## src/rtl/sorting_top_gen2.sv

```systemverilog
// sorting_top_gen2: in-place early-exit bubble sorter over a 2^L x N register file
// Ports: clk/rst (async active-high), host port WrInit/Rd/RAddr/DataIn -> DataOut (1-cycle read),
//        start/Len/Desc launch a sort of M[0..min(Len,2^L)-1]; busy during the sort, done pulses once.
// Build option: define SORT_SIGNED_EN to compare words as two's complement (unsigned otherwise).
module sorting_top_gen2 #(
  parameter int N = 16,
  parameter int L = 4
) (
  input  logic         clk,
  input  logic         rst,
  input  logic         WrInit,
  input  logic         Rd,
  input  logic [L-1:0] RAddr,
  input  logic [N-1:0] DataIn,
  input  logic         start,
  input  logic [L:0]   Len,
  input  logic         Desc,
  output logic [N-1:0] DataOut,
  output logic         busy,
  output logic         done
);
  localparam int D = 2 ** L;
  localparam logic [L:0] DEPTH = (L + 1)'(D);
  localparam logic [L:0] LEN1 = (L + 1)'(1);
  localparam logic [L-1:0] ONE = L'(1);
  typedef enum logic [2:0] {IDLE, LOAD, CMP, PASS, DONE} state_t;
  state_t r_state, w_next;
  logic [N-1:0] r_mem [D];
  logic [N-1:0] r_a, r_b;
  logic [L-1:0] r_j, r_last, w_j1, w_last;
  logic r_desc, r_swapped;
  logic [L:0] w_len;
  logic w_gt, w_lt, w_ooo, w_end_pass;
  assign w_len = (Len > DEPTH) ? DEPTH : Len;
  // a full-depth length wraps to 0 in L bits, so subtracting one still yields 2^L-1
  assign w_last = w_len[L-1:0] - ONE;
  assign w_j1 = r_j + ONE;
`ifdef SORT_SIGNED_EN
  assign w_gt = $signed(r_a) > $signed(r_b);
  assign w_lt = $signed(r_a) < $signed(r_b);
`else
  assign w_gt = r_a > r_b;
  assign w_lt = r_a < r_b;
`endif
  // strict compare: equal keys stay in place, keeping the sort stable
  assign w_ooo = r_desc ? w_lt : w_gt;
  assign w_end_pass = r_j == r_last - ONE;
  assign busy = r_state == LOAD || r_state == CMP || r_state == PASS;
  assign done = r_state == DONE;
  always_ff @(posedge clk or posedge rst)
    if (rst) r_state <= IDLE;
    else r_state <= w_next;
  always_comb begin
    w_next = r_state;
    unique case (r_state)
      IDLE: w_next = start ? ((w_len <= LEN1) ? DONE : LOAD) : IDLE;
      LOAD: w_next = CMP;
      CMP:  w_next = w_end_pass ? PASS : LOAD;
      PASS: w_next = (!r_swapped || r_last == ONE) ? DONE : LOAD;
      DONE: w_next = IDLE;
      default: w_next = IDLE;
    endcase
  end
  always_ff @(posedge clk or posedge rst)
    if (rst) begin
      for (int i = 0; i < D; i++) r_mem[i] <= '0;
      DataOut   <= '0;
      r_a       <= '0;
      r_b       <= '0;
      r_j       <= '0;
      r_last    <= '0;
      r_desc    <= 1'b0;
      r_swapped <= 1'b0;
    end else begin
      unique case (r_state)
        IDLE:
          if (start) begin
            r_desc    <= Desc;
            r_last    <= w_last;
            r_j       <= '0;
            r_swapped <= 1'b0;
          end else begin
            if (WrInit) r_mem[RAddr] <= DataIn;
            if (Rd) DataOut <= r_mem[RAddr];
          end
        LOAD: begin
          r_a <= r_mem[r_j];
          r_b <= r_mem[w_j1];
        end
        CMP: begin
          if (w_ooo) begin
            r_mem[r_j] <= r_b;
            r_mem[w_j1] <= r_a;
            r_swapped <= 1'b1;
          end
          if (!w_end_pass) r_j <= w_j1;
        end
        PASS:
          if (w_next == LOAD) begin
            r_last    <= r_last - ONE;
            r_j       <= '0;
            r_swapped <= 1'b0;
          end
        default: ;
      endcase
    end
endmodule

```

## config.mk

```make
export PLATFORM = sky130hd
export DESIGN_NAME = sorting_top_gen2
export DESIGN_NICKNAME = d
export VERILOG_FILES = /design/src/rtl/sorting_top_gen2.sv
export SDC_FILE = /design/constraint.sdc
export NUM_CORES = 1
export LEC_CHECK = 0
export ABC_AREA = 0
export CORE_ASPECT_RATIO = 1.1
export CORE_MARGIN = 4
export CORE_UTILIZATION = 50
export CTS_BUF_LIST = sky130_fd_sc_hd__clkbuf_4 sky130_fd_sc_hd__clkbuf_8
export DETAILED_ROUTE_END_ITERATION = 8
export HOLD_SLACK_MARGIN = 0.1
export PLACE_DENSITY = 0.66
export SLEW_MARGIN = 5
export SYNTH_ARGS = -nofsm -noshare
export SYNTH_HDL_FRONTEND = slang
export SYNTH_SLANG_ARGS = --single-unit
```

## constraint.sdc

```tcl
create_clock -name clk -period 13.7 [get_ports clk]
set_input_delay 1.37 -clock clk [delete_from_list [all_inputs] [get_ports clk]]
set_output_delay 1.37 -clock clk [all_outputs]
set_load 0.03 [all_outputs]
```

==> impl_metrics.ini <==
[worst_hold_path]
hold_path_class = flip-flop to flip-flop

[sta]
timing.final.ws_setup_ps = 9300
finalSetupViolations = 0
hold_viol = 0
hold_ws_ps = 510
setup_tns_ps = 0
max-slew-margin-rel = 0.140
timing.fmax_ghz = 0.227
final-max-slew-violation-count = 0
tightest_slew_ps = 1280
period_share = 0.321
rsz0062_at_grt = false
fin_crit_ps = 4400
fin_skew_ps = 30.4

[logic_synthesis]
synthesis.nets = 2224
synth_warnings = 0
syn_inst = 2167
yosysUniqueCellTypes = 68
syn_area_um2 = 24900
synth_seq_area_share = 0.319
async_flop_share = 1.00
synth_flop_cell = dfrtp_1
ys_ff_latch = 317
synth-edff-count = 0
avgSynthCellArea_um2 = 11.5

[place]
dpl.cell_count = 2682
place_congestion = 1.05
place.port_buffers = 48
place_ws_ps = 9100
dp_hpwl_mm = 60.2

[detailed_routing]
post-route-drc-count = 0
drt_iter0_markers = 3793
vias = 22223
wl_mm = 103
drt.antenna.violating_nets = 0
dr.pass1.iters = 7
wl_per_cell_um = 37.0
routed_via_density = 7.99

[finish]
fin_cells = 2783
n_fill_cell = 4198
layout-drive-gt1-share = 0.318
area_growth_pct = 8.20
nNetsFinal = 2146

[die]
dieArea_um2 = 53400
die_x_um = 221
pin_count = 49
start_util = 0.506
die_h_um = 242
core_area_um2 = 49100
num_rows = 85

[outcome]
status = finished clean

[power_and_ir_drop]
power_leakage_nw = 11.2
powerDensity_nw_per_um2 = 179
irDropWorstVdd_mv = 0.202

[clocking]
cts_tree = yes
cts_buffer_depth = 3
post_cts_buffers = 0
cts_made_buffers = 57
clock_latency_ps = 690
cts_resized = 0
clkTransAtPathRegs_ps = 60
cts-root-buf = clkbuf_8
holdBufCountCts = 0
numClockSinks = 317
htreeDepth = 2

[critical_path]
path_class = flip-flop to flip-flop
crit_arrival_ps = 5000
rrSetupSlack_ps = 9300
start_kind = flip-flop
required_ps = 14310
cp-end-kind = flip-flop
cp_max_fo = 140

[global_route]
overflow = 0
antenna_found_initial = 5
grt_start_max_net_pins = 141
track_usage = 0.379
grt_pass1_wl_mm = 148
grt_pass1_vias = 22078

[flow_run]
drv_cap = 0
==> routing by layer <==
metal / routed length (µm) / up-vias / GRT usage
li1: - / 8477 / -
met1: 35000 / 11072 / 0.467
met2: 43600 / 2054 / 0.534
met3: 14300 / 618 / 0.141
met4: 9940 / 2 / 0.296
met5: 13 / - / 0
==> final timing paths <==
kind                       cells past startpoint         from           to
min reg2reg                                    1  DataOut[10]  DataOut[10]
max reg2reg                                   10       r_j[0]     r_mem[7]
min in group asynchronous                      2          rst    r_mem[39]
max                                           10       r_j[0]     r_mem[7]
max in group asynchronous                      3          rst       r_j[0]
min                                            1  DataOut[10]  DataOut[10]
==> kinds of logic (layout without fill, tap and decap cells) <==
family	after synthesis	in the layout	share of synthesized area
and+or+nand+nor	408	408	0.0835
xor gates and xnor gates	9	9	0.00317
muxes	555	555	0.360
adders and majority gates	26	26	0.0131
other	0	6	0
buffers and inverters	358	316	0.0618
DFF	317	317	0.319
AOI/OAI and AO/OA	494	494	0.160
==> report_power, final <==
group / leakage [nW] / internal, mW / switching (mW) / total [mW]
registers: 4.27 / 1.17 / 0.376 / 1.55
logic: 6.30 / 1.01 / 1.29 / 2.30
clock network: 0.626 / 0.533 / 0.438 / 0.971
==> stage by stage <==
| stage | instance area, µm² | total power, mW | utilization |
|---|---|---|---|
| 2_1_floorplan | 24900 | 3.07 | - |
| 4_1_cts | 26900 | 4.73 | 0.548 |
| 5_1_grt | 26900 | 4.97 | 0.548 |
| 6_report | 26900 | 4.82 | 0.548 |
| 3_3_place_gp | 25700 | 3.71 | 0.524 |
| 3_5_place_dp | 25700 | 3.77 | 0.524 |
==> state kept, by name, indices dropped and copies added (netlist names), 3 cells and up <==
name	flops
r_last	4
DataOut	16
r_j	4
r_a	16
r_state	3
r_b	16
r_mem	256
==> cells in the mapped netlist, types with 4 or more instances <==
library cell	n	area, µm²
ha_1	26	325
o21a_1	4	30.0
nor4_1	18	113
nand2b_1	11	68.8
buf_6	8	90.1
inv_1	92	345
and2_1	24	150
o21ai_0	25	125
mux2i_1	79	791
buf_2	54	270
mux2_2	173	1950
a31oi_1	4	25.0
buf_4	13	97.6
a21oi_1	132	661
mux2_1	23	259
nand3_1	11	55.1
mux2_4	42	631
mux4_2	226	5090
o22ai_1	26	163
mux2i_2	5	68.8
nor3_1	11	55.1
a221o_1	193	1930
buf_1	13	48.8
nor2_1	60	225
o221ai_1	4	35.0
o21ai_1	6	30.0
mux2i_4	7	158
and3_1	88	551
xnor2_1	6	52.6
or2_2	4	25.0
nor2b_1	12	75.1
nand4_1	5	31.3
a222oi_1	72	721
nand2_1	142	533
clkbuf_1	177	664
dfrtp_1	317	7930
==> layout make-up <==
class	instances	area (µm²)	area share
Multi-Input combinational cell	1492	15500	0.577
Sequential cell	317	7940	0.295
Timing Repair Buffer	129	1090	0.0403
Clock buffer	89	1080	0.0402
Tap cell	652	816	0.0303
Inverter	92	353	0.0131
Clock inverter	6	86.3	0.00321
Antenna cell	6	15.0	0.000558
==> layout by cell type, fill, tap and decap left out, types with 26 or more instances in the layout <==
cell,netlist,layout
clkdlybuf4s50_1,0,44
mux4_2,226,226
mux2_4,42,42
mux2_2,173,173
nor2_1,60,54
a21oi_1,132,132
a222oi_1,72,72
a221o_1,193,193
o22ai_1,26,26
and3_1,88,88
dfrtp_1,317,314
buf_4,13,82
nand2_1,142,142
mux2i_1,79,79
inv_1,92,90
clkbuf_8,0,66
==> critical path, stage by stage (launching register included) <==
cell and delay (ps):
dfrtp_4 410, buf_12 690, ha_1 520, nor2b_1 530, a21oi_1 210, o21ai_4 200, buf_4 670, nor2b_1 210
buf_4 410, a222oi_1 210, mux2i_1 210
Note: power is estimated with default switching activity, not from simulation.
